===== config.mk =====
export PLATFORM = sky130hd
export DESIGN_NAME = ball_motion
export DESIGN_NICKNAME = d
export VERILOG_FILES = /design/src/rtl/game_pkg.sv /design/src/rtl/edge_rise.sv /design/src/rtl/ball_motion.sv
export SDC_FILE = /design/constraint.sdc
export NUM_CORES = 1
export LEC_CHECK = 0
export CAP_MARGIN = 20
export CORE_MARGIN = 2
export CORE_UTILIZATION = 40
export CTS_CLUSTER_SIZE = 30
export DETAILED_ROUTE_END_ITERATION = 12
export GPL_TIMING_DRIVEN = 0
export PLACE_DENSITY_LB_ADDON = 0.3
export SYNTH_ARGS = -nofsm -noshare
export SYNTH_HDL_FRONTEND = slang
export SYNTH_HIERARCHICAL = 1
export SYNTH_SLANG_ARGS = --single-unit

===== constraint.sdc =====
create_clock -name clk -period 7 [get_ports clk]
set_input_delay 1.75 -clock clk [delete_from_list [all_inputs] [get_ports clk]]
set_output_delay 1.75 -clock clk [all_outputs]
set_load 0.02 [all_outputs]

===== src/rtl/game_pkg.sv =====
// rtl/game_pkg.sv - shared game types and default geometry
package game_pkg;

  localparam int GAME_Y_W     = 9;
  localparam int GAME_Y_START = 240;
  localparam int GAME_Y_MAX   = 440;
  localparam int SPEED_W      = 4;

  typedef enum logic [1:0] {
    IDLE = 2'd0,
    RISE = 2'd1,
    FALL = 2'd2,
    DEAD = 2'd3
  } state_t;

endpackage


===== src/rtl/edge_rise.sv =====
// rtl/edge_rise.sv - 1-bit rising-edge detector, one cycle of history
module edge_rise (
  input  logic i_clk,
  input  logic i_reset,
  input  logic i_d,
  output logic o_rise
);

  logic r_q;

  always_ff @(posedge i_clk) begin
    if (i_reset) r_q <= 1'b0;
    else         r_q <= i_d;
  end

  assign o_rise = i_d & ~r_q;

endmodule


===== src/rtl/ball_motion.sv =====
// rtl/ball_motion.sv - vertical ball motion engine (jump, gravity, landing)
// Optional gravity divider enabled by defining BALL_GRAVITY_DIV_EN.
module ball_motion
  import game_pkg::*;
#(
`ifdef BALL_GRAVITY_DIV_EN
  parameter int G_DIV   = 2,
`endif
  parameter int Y_W     = GAME_Y_W,
  parameter int Y_START = GAME_Y_START,
  parameter int Y_MAX   = GAME_Y_MAX
) (
  input  logic               clk,
  input  logic               reset,
  input  logic               start,
  input  logic               tick,
  input  logic               jump,
  input  logic               collision,
  input  logic [SPEED_W-1:0] max_speed,
  output logic [SPEED_W-1:0] ball_speed,
  output logic               direction,
  output logic [Y_W-1:0]     ball_y,
  output logic               ground_hit,
  output logic               dead
);

  localparam logic [Y_W:0]         C_Y_MAX    = (Y_W+1)'(Y_MAX);
  localparam logic [Y_W-1:0]       C_Y_START  = Y_W'(Y_START);
  localparam logic [SPEED_W-1:0]   C_VMAX_RST = SPEED_W'(7);

  state_t             r_state, w_state_nxt;
  logic [Y_W-1:0]     r_y, w_y_nxt, w_y_up, w_y_dn, w_speed_ext;
  logic [Y_W:0]       w_sum;
  logic [SPEED_W-1:0] r_speed, w_speed_nxt, r_vmax, w_vmax_nxt, w_speed_inc;
  logic               r_dir, w_dir_nxt, r_hit, w_hit_nxt, r_dead;
  logic               w_jump_edge, w_active, w_launch, w_move, w_land, w_apex, w_g_step;

  edge_rise u_jump_edge (
    .i_clk   (clk),
    .i_reset (reset),
    .i_d     (jump),
    .o_rise  (w_jump_edge)
  );

  assign w_active    = (r_state == RISE) || (r_state == FALL);
  assign w_launch    = start && w_jump_edge && ((r_state == IDLE) || (w_active && !collision));
  assign w_move      = start && w_active && !collision && !w_jump_edge && tick;

  // Height math is one bit wider so the ceiling clamp sees the true sum.
  assign w_speed_ext = {{(Y_W-SPEED_W){1'b0}}, r_speed};
  assign w_sum       = {1'b0, r_y} + {1'b0, w_speed_ext};
  assign w_y_up      = (w_sum > C_Y_MAX) ? C_Y_MAX[Y_W-1:0] : w_sum[Y_W-1:0];
  assign w_y_dn      = r_y - w_speed_ext;
  assign w_land      = (r_y <= w_speed_ext);
  assign w_apex      = (r_speed == '0) || (w_g_step && (r_speed == SPEED_W'(1)));
  assign w_speed_inc = (r_speed < r_vmax) ? r_speed + SPEED_W'(1) : r_vmax;

`ifdef BALL_GRAVITY_DIV_EN
  localparam int G_W = (G_DIV > 1) ? $clog2(G_DIV) : 1;

  logic [G_W-1:0] r_g_cnt;

  assign w_g_step = (r_g_cnt == G_W'(G_DIV - 1));

  always_ff @(posedge clk) begin
    if (reset || w_launch || (w_state_nxt != r_state))
      r_g_cnt <= '0;
    else if (w_move)
      r_g_cnt <= w_g_step ? '0 : r_g_cnt + G_W'(1);
  end
`else
  assign w_g_step = 1'b1;
`endif

  always_ff @(posedge clk) begin
    if (reset) r_state <= IDLE;
    else       r_state <= w_state_nxt;
  end

  always_comb begin
    w_state_nxt = r_state;
    if (!start) begin
      w_state_nxt = IDLE;
    end else begin
      unique case (r_state)
        IDLE: if (w_jump_edge) w_state_nxt = RISE;
        RISE: begin
          if (collision)             w_state_nxt = DEAD;
          else if (w_jump_edge)      w_state_nxt = RISE;
          else if (tick && w_apex)   w_state_nxt = FALL;
        end
        FALL: begin
          if (collision)             w_state_nxt = DEAD;
          else if (w_jump_edge)      w_state_nxt = RISE;
          else if (tick && w_land)   w_state_nxt = DEAD;
        end
        DEAD:    w_state_nxt = DEAD;
        default: w_state_nxt = IDLE;
      endcase
    end
  end

  always_comb begin
    w_y_nxt     = r_y;
    w_speed_nxt = r_speed;
    w_dir_nxt   = r_dir;
    w_vmax_nxt  = r_vmax;
    w_hit_nxt   = 1'b0;
    if (!start || (r_state == IDLE)) begin
      w_y_nxt     = C_Y_START;
      w_speed_nxt = '0;
      w_dir_nxt   = 1'b0;
    end
    if (w_launch) begin
      w_speed_nxt = max_speed;
      w_dir_nxt   = 1'b1;
      w_vmax_nxt  = max_speed;
    end else if (w_move) begin
      if (r_state == RISE) begin
        w_y_nxt = w_y_up;
        if (w_apex) begin
          w_speed_nxt = '0;
          w_dir_nxt   = 1'b0;
        end else if (w_g_step) begin
          w_speed_nxt = r_speed - SPEED_W'(1);
        end
      end else if (w_land) begin
        w_y_nxt   = '0;
        w_hit_nxt = 1'b1;
      end else begin
        w_y_nxt = w_y_dn;
        if (w_g_step) w_speed_nxt = w_speed_inc;
      end
    end
  end

  always_ff @(posedge clk) begin
    if (reset) begin
      r_y     <= C_Y_START;
      r_speed <= '0;
      r_dir   <= 1'b0;
      r_vmax  <= C_VMAX_RST;
      r_hit   <= 1'b0;
      r_dead  <= 1'b0;
    end else begin
      r_y     <= w_y_nxt;
      r_speed <= w_speed_nxt;
      r_dir   <= w_dir_nxt;
      r_vmax  <= w_vmax_nxt;
      r_hit   <= w_hit_nxt;
      r_dead  <= (w_state_nxt == DEAD);
    end
  end

  assign ball_y     = r_y;
  assign ball_speed = r_speed;
  assign direction  = r_dir;
  assign ground_hit = r_hit;
  assign dead       = r_dead;

endmodule


# Yosys cells after proc, flatten, opt, wreduce, memory -nomap -nowiden
# Index checks and enable logic that the tools add are counted.
[totals] output_inout_bits=16 ff_bits=23 in_bits=10
[classes] addsub=4 muxes=28 n_reduce_logical=19 n_lt_le_gt_ge=3 n_eq_ne=5 bitwise_logic=3
[ops] cell="$mux 9" n=6
[ops] cell="$mux 4" n=7
[ops] cell="$mux 2" n=8
[ops] cell="$add 9x4->10" n=1
[ops] cell="$gt 10x9->1 const B" n=1
[ops] cell="$le 9x4->1" n=1
[ops] cell="$logic_and 1x1->1" n=9
[ops] cell="$sub 9x4->9" n=1
[ops] cell="$pmux 2 s4" n=1
[ops] cell="$eq 2x2->1 const B" n=3
[ops] cell="$mux 1" n=6
[ops] cell="$add 4x1->4 const B" n=1
[ops] cell="$eq 4x1->1 const B" n=1
[ops] cell="$logic_not 4->1" n=1
[ops] cell="$logic_or 1x1->1" n=4
[ops] cell="$lt 4x4->1" n=1
[ops] cell="$reduce_or 4->1" n=1
[ops] cell="$sub 4x1->4 const B" n=1
[ops] cell="$logic_not 1->1" n=3
[ops] cell="$eq 2x1->1 const B" n=1
[ops] cell="$logic_not 2->1" n=1
[ops] cell="$not 1->1" n=2
[ops] cell="$and 1x1->1" n=1

# Logic depth before layout (Yosys ltp)
[depth] depth_word=9 depth_mapped=12 depth_no_buf=11

# Modules after synthesis
# Netlist, hierarchy kept.
[modules_own_cells] module="ball_motion" seq_area_each_um2=440.4 area_per_inst_um2=2105.8 cells_each=264 instances=1
[modules_own_cells] module="edge_rise" seq_area_each_um2=20.0 area_per_inst_um2=47.5 cells_each=3 instances=1

# Worst setup path after synthesis
# Ideal clock, no wire load.
[synth_timing] path_type="input to register" from="input jump" to="register r_speed[2], in the netlist ball_speed[2]" cell_stages=7 t_arrival_ns=2.987 setup_time_ns=0.128 n_path_buf=1 setup_slack_ns=3.885 t_required_ns=6.872 cell_sequence="nor2b_4 -> nor2b_1 -> and3_1 -> clkbuf_1 -> a21oi_1 -> a221oi_1 -> nor3_1"
[synth_via] elab_chain_len=6 word_cells_on_any_way=8
[synth_rtl] element="start: declaration" line_no="ball_motion.sv:17" text="input logic jump,"
[synth_rtl] element="$and 1x1->1 (*)" line_no="edge_rise.sv:16" text="assign o_rise = i_d & ~r_q;"
[synth_rtl] element="$logic_not 1->1" line_no="ball_motion.sv:47" text="assign w_move = start && w_active && !collision && !w_jump_edge && tick;"
[synth_rtl] element="$logic_and 1x1->1 (2 in series)" line_no="ball_motion.sv:47"
[synth_rtl] element="$mux 4" line_no="ball_motion.sv:118" text="end else if (w_move) begin"
[synth_rtl] element="$mux 4 (*)" line_no="ball_motion.sv:114" text="if (w_launch) begin"
[synth_rtl] element="end signal: assignment" line_no="ball_motion.sv:147" text="r_speed <= w_speed_nxt;"
[synth_rtl] element="end: declaration" line_no="ball_motion.sv:34" text="logic [SPEED_W-1:0] r_speed, w_speed_nxt, r_vmax, w_vmax_nxt, w_speed_inc;"
# Every way passes the cells marked *; elsewhere a longest branch is shown, timed or not.
# A chain may end at the register's enable or synchronous reset.

# Worst setup path in the final report
[layout_timing] from="input jump" to="register r_speed[2], in the netlist ball_speed[2]"
[layout_via] elab_chain_len=6 word_cells_on_any_way=8
[layout_rtl] element="$and 1x1->1 (*)" line_no="edge_rise.sv:16"
[layout_rtl] element="named net w_jump_edge" line_no="ball_motion.sv:36" text="logic w_jump_edge, w_active, w_launch, w_move, w_land, w_apex, w_g_step;"
[layout_rtl] element="$logic_not 1->1" line_no="ball_motion.sv:47"
[layout_rtl] element="$logic_and 1x1->1 (2 in series)" line_no="ball_motion.sv:47"
[layout_rtl] element="$mux 4" line_no="ball_motion.sv:118"
[layout_rtl] element="$mux 4 (*)" line_no="ball_motion.sv:114"
# Mark *: on every way through the listed nets, which the timed path passes. The rest lies on a longest branch.

==> results.json <==
{
  "status": "finished, final reports clean",
  "syn_nets": 297,
  "timing.fmax_ghz": 0.276,
  "antennaDiodeCount": 0,
  "drive_above_1_share": 0.0743,
  "yosys_most_used_dff": "dfxtp_1",
  "p_seq_frac": 0.468,
  "num-nets-final": 327,
  "route.detailed.drc": 0,
  "nFillCells": 521,
  "vias": 2099,
  "max-clock-path-buffers": 2,
  "grt_pass1_vias": 1952,
  "rows": 26,
  "dr_wl_met2_mm": 2.81,
  "avgSynthCellArea_um2": 8.06,
  "dpl.hpwl_mm": 4.57,
  "core_area_um2": 5140,
  "worst-path-buf-inv": 2,
  "end_kind": "flop",
  "internal_power_w": 0.000206,
  "wire_per_inst_um": 16.0,
  "fin_ws_ps": 3380,
  "dieArea_um2": 5990,
  "slew_viol_final": 0,
  "initial_core_util": 0.419,
  "p_leak_nw": 0.964,
  "viasPerCell": 5.73,
  "port_buffers": 25,
  "p_sw_w": 0.0000909,
  "ant_nets": 0,
  "setup_viol": 0,
  "cp.required_ps": 7140,
  "drtIter0Drc": 204,
  "synth_edf_count": 0,
  "hp-class": "flop to flop",
  "worst-setup-path-type": "primary input to flop",
  "cpPeakStageDelay_ps": 430,
  "post-route-util": 0.493,
  "cp-start-kind": "primary input",
  "die_w_um": 77.4,
  "power.density_nw_per_um2": 117,
  "synthCells": 267,
  "p_sw_frac": 0.306,
  "cts_resized": 0,
  "grt_start_max_net_pins": 13,
  "ctsHoldBuffers": 0,
  "htreeDepth": 1,
  "io_pins": 26,
  "clk_latency_ps": 270,
  "fin_area_um2": 2540,
  "cts-root-buf": "clkbuf_8",
  "yosys_warnings": 6,
  "clkTransAtPathRegs_ps": 90,
  "first_pass_iters": 4,
  "maxSlewHeadroom": 0.617,
  "p_comb_frac": 0.244,
  "ir_drop_v": 0.0000893,
  "grtUsageTotal": 0.197,
  "synth-seq-cells": 23,
  "wl_met3_um": 159,
  "clkPwrFrac": 0.289,
  "area_growth_pct": 17.8,
  "gp_congestion": 0.951,
  "placed_area_um2": 2490,
  "wl_met1_mm": 2.83,
  "cp_max_fo": 10,
  "cts_tree": "yes",
  "hold_viol_final": 0,
  "worst_pin_slew_ps": 572,
  "tns_ps": 0,
  "die_h_um": 77.4,
  "synth_cell_types": 61,
  "slowest_stage": "clkdlybuf4s50_1",
  "maxCapViolations": 0,
  "final.setup_skew_ps": 3.24,
  "grt.overflow.total": 0,
  "cts_made_buffers": 3,
  "synthArstFlopShare": 0,
  "seq_area_frac_synth": 0.214,
  "crit_family": "buffers and inverters",
  "drt_wl_total_mm": 5.85,
  "rsz0062_at_grt": "no",
  "cts_setup_buffers": 0,
  "register_area_um2": 460,
  "crit_path_cell_trace": "clkdlybuf4s50_1 > nor2b_4 > nor2b_1 > and3_1 > clkbuf_1 > a21oi_1 > a221oi_1 > nor3_1",
  "syn_area_um2": 2150,
  "min_period_over_period": 0.517,
  "hold_ws_ps": 473,
  "antenna_found_initial": 0,
  "dp_slack_ps": 3130,
  "crit_arrival_ps": 3760,
  "grt_pass1_wl_mm": 9.60,
  "routed.top_layer": "met4",
  "min_period_ps": 3620,
  "multi_input_area_um2": 1550,
  "cts.sinks": 23
}
==> synth_stat cells, types with 3 or more instances <==
cell type | number | area share
o21bai_1 | 5 | 0.017
dfxtp_1 | 23 | 0.21
nor4b_1 | 3 | 0.012
o21a_1 | 3 | 0.010
a2111oi_2 | 3 | 0.021
nand2b_1 | 8 | 0.023
a311oi_1 | 3 | 0.012
o21ai_0 | 9 | 0.021
a31oi_1 | 5 | 0.015
nand3_1 | 10 | 0.023
a21oi_1 | 20 | 0.046
inv_1 | 22 | 0.038
nor3_1 | 9 | 0.021
xor2_1 | 4 | 0.016
xnor2_1 | 9 | 0.037
a21boi_0 | 3 | 0.010
nand4_1 | 3 | 0.0087
nor2_1 | 18 | 0.031
nor2b_1 | 6 | 0.017
and3_1 | 4 | 0.012
nand2_1 | 13 | 0.023
a211oi_1 | 5 | 0.017
clkbuf_1 | 6 | 0.010
mux2i_1 | 3 | 0.014
o21ai_1 | 3 | 0.0070
a221oi_1 | 3 | 0.012
o211ai_1 | 3 | 0.010
ha_1 | 18 | 0.10
==> sequential cells by signal, indices dropped and copies added, names as in the netlist <==
name,cells
r_state,2
ball_speed,4
ball_y,9
r_vmax,4
u_jump_edge/r_q,1
ground_hit,1
dead,1
direction,1
==> kinds of logic (layout without fill, tap and decap cells) <==
kind of cell,after synthesis,in the layout,synth area share
compound gates,87,87,0.301
xor+xnor,13,13,0.0529
mux,3,3,0.0139
buf+inv,34,63,0.0668
flops,23,23,0.214
simple gates,87,87,0.228
fa+ha+maj,20,20,0.123
==> worst register-to-register path, delay by kind of cell (launching register included) <==
| kind | cells | cell delay (ps) |
|---|---|---|
| buf+inv | 3 | 540 |
| compound gates | 4 | 890 |
| fa+ha+maj | 1 | 310 |
| simple gates | 3 | 800 |
| flops | 1 | 420 |
==> cell usage in the layout (no fill, tap or decap), types with 3 or more instances in the layout <==
cell type,instances
clkbuf_1,7
inv_1,22
nor2_1,18
nand2_1,13
mux2i_1,3
a311oi_1,3
a21oi_1,20
a31oi_1,5
a2111oi_2,3
a211oi_1,5
nand3_1,10
o211ai_1,3
a221oi_1,3
nor3_1,9
nand4_1,3
nor2b_1,6
nand2b_1,8
ha_1,18
dfxtp_1,23
xnor2_1,9
o21ai_0,9
clkbuf_8,3
nor4b_1,3
o21ai_1,3
o21a_1,3
and3_1,4
a21boi_0,3
o21bai_1,5
xor2_1,4
clkdlybuf4s50_1,25
==> layer usage <==
metal / GRT usage / vias to the layer above
li1: - / 1036
met4: 0.0714 / 0
met2: 0.326 / 54
met3: 0.0163 / 6
met5: 0 / -
met1: 0.268 / 1003
==> final timing paths <==
path / startpoint / end / slack [ps] / cells after the start
worst max register to register: ball_speed[2]$_SDFF_PP0_ / ball_y[0]$_SDFF_PP0_ / 3940 / 11
worst min-delay path: direction$_SDFF_PP0_ / direction$_SDFF_PP0_ / 470 / 2
worst min register to register: direction$_SDFF_PP0_ / direction$_SDFF_PP0_ / 470 / 2
worst max-delay path: jump / ball_speed[2]$_SDFF_PP0_ / 3380 / 8
==> metrics by stage <==
stage,total power [W],std cells
6_report,0.000297,366
5_1_grt,0.000313,366
4_1_cts,0.000298,366
3_5_place_dp,0.000213,362
3_3_place_gp,0.000212,362
2_1_floorplan,0.000190,267
==> area by class of cell <==
type / instances / area share
Timing Repair Buffer: 25 / 0.0987
Buffer: 12 / 0.0242
Inverter: 22 / 0.0326
Sequential cell: 23 / 0.182
Multi-Input combinational cell: 210 / 0.611
Tap cell: 70 / 0.0345
Clock buffer: 4 / 0.0178
==> power groups by stage <==
stage	Combinational [W]	Sequential (W)	Clock [W]
floorplan	0.0000479	0.000142	0
CTS	0.0000720	0.000139	0.0000871
detailed placement	0.0000715	0.000142	0
global placement	0.0000704	0.000142	0
global route	0.0000795	0.000140	0.0000938
finish	0.0000724	0.000139	0.0000859
No activity file was read; power rests on OpenSTA's default activity.
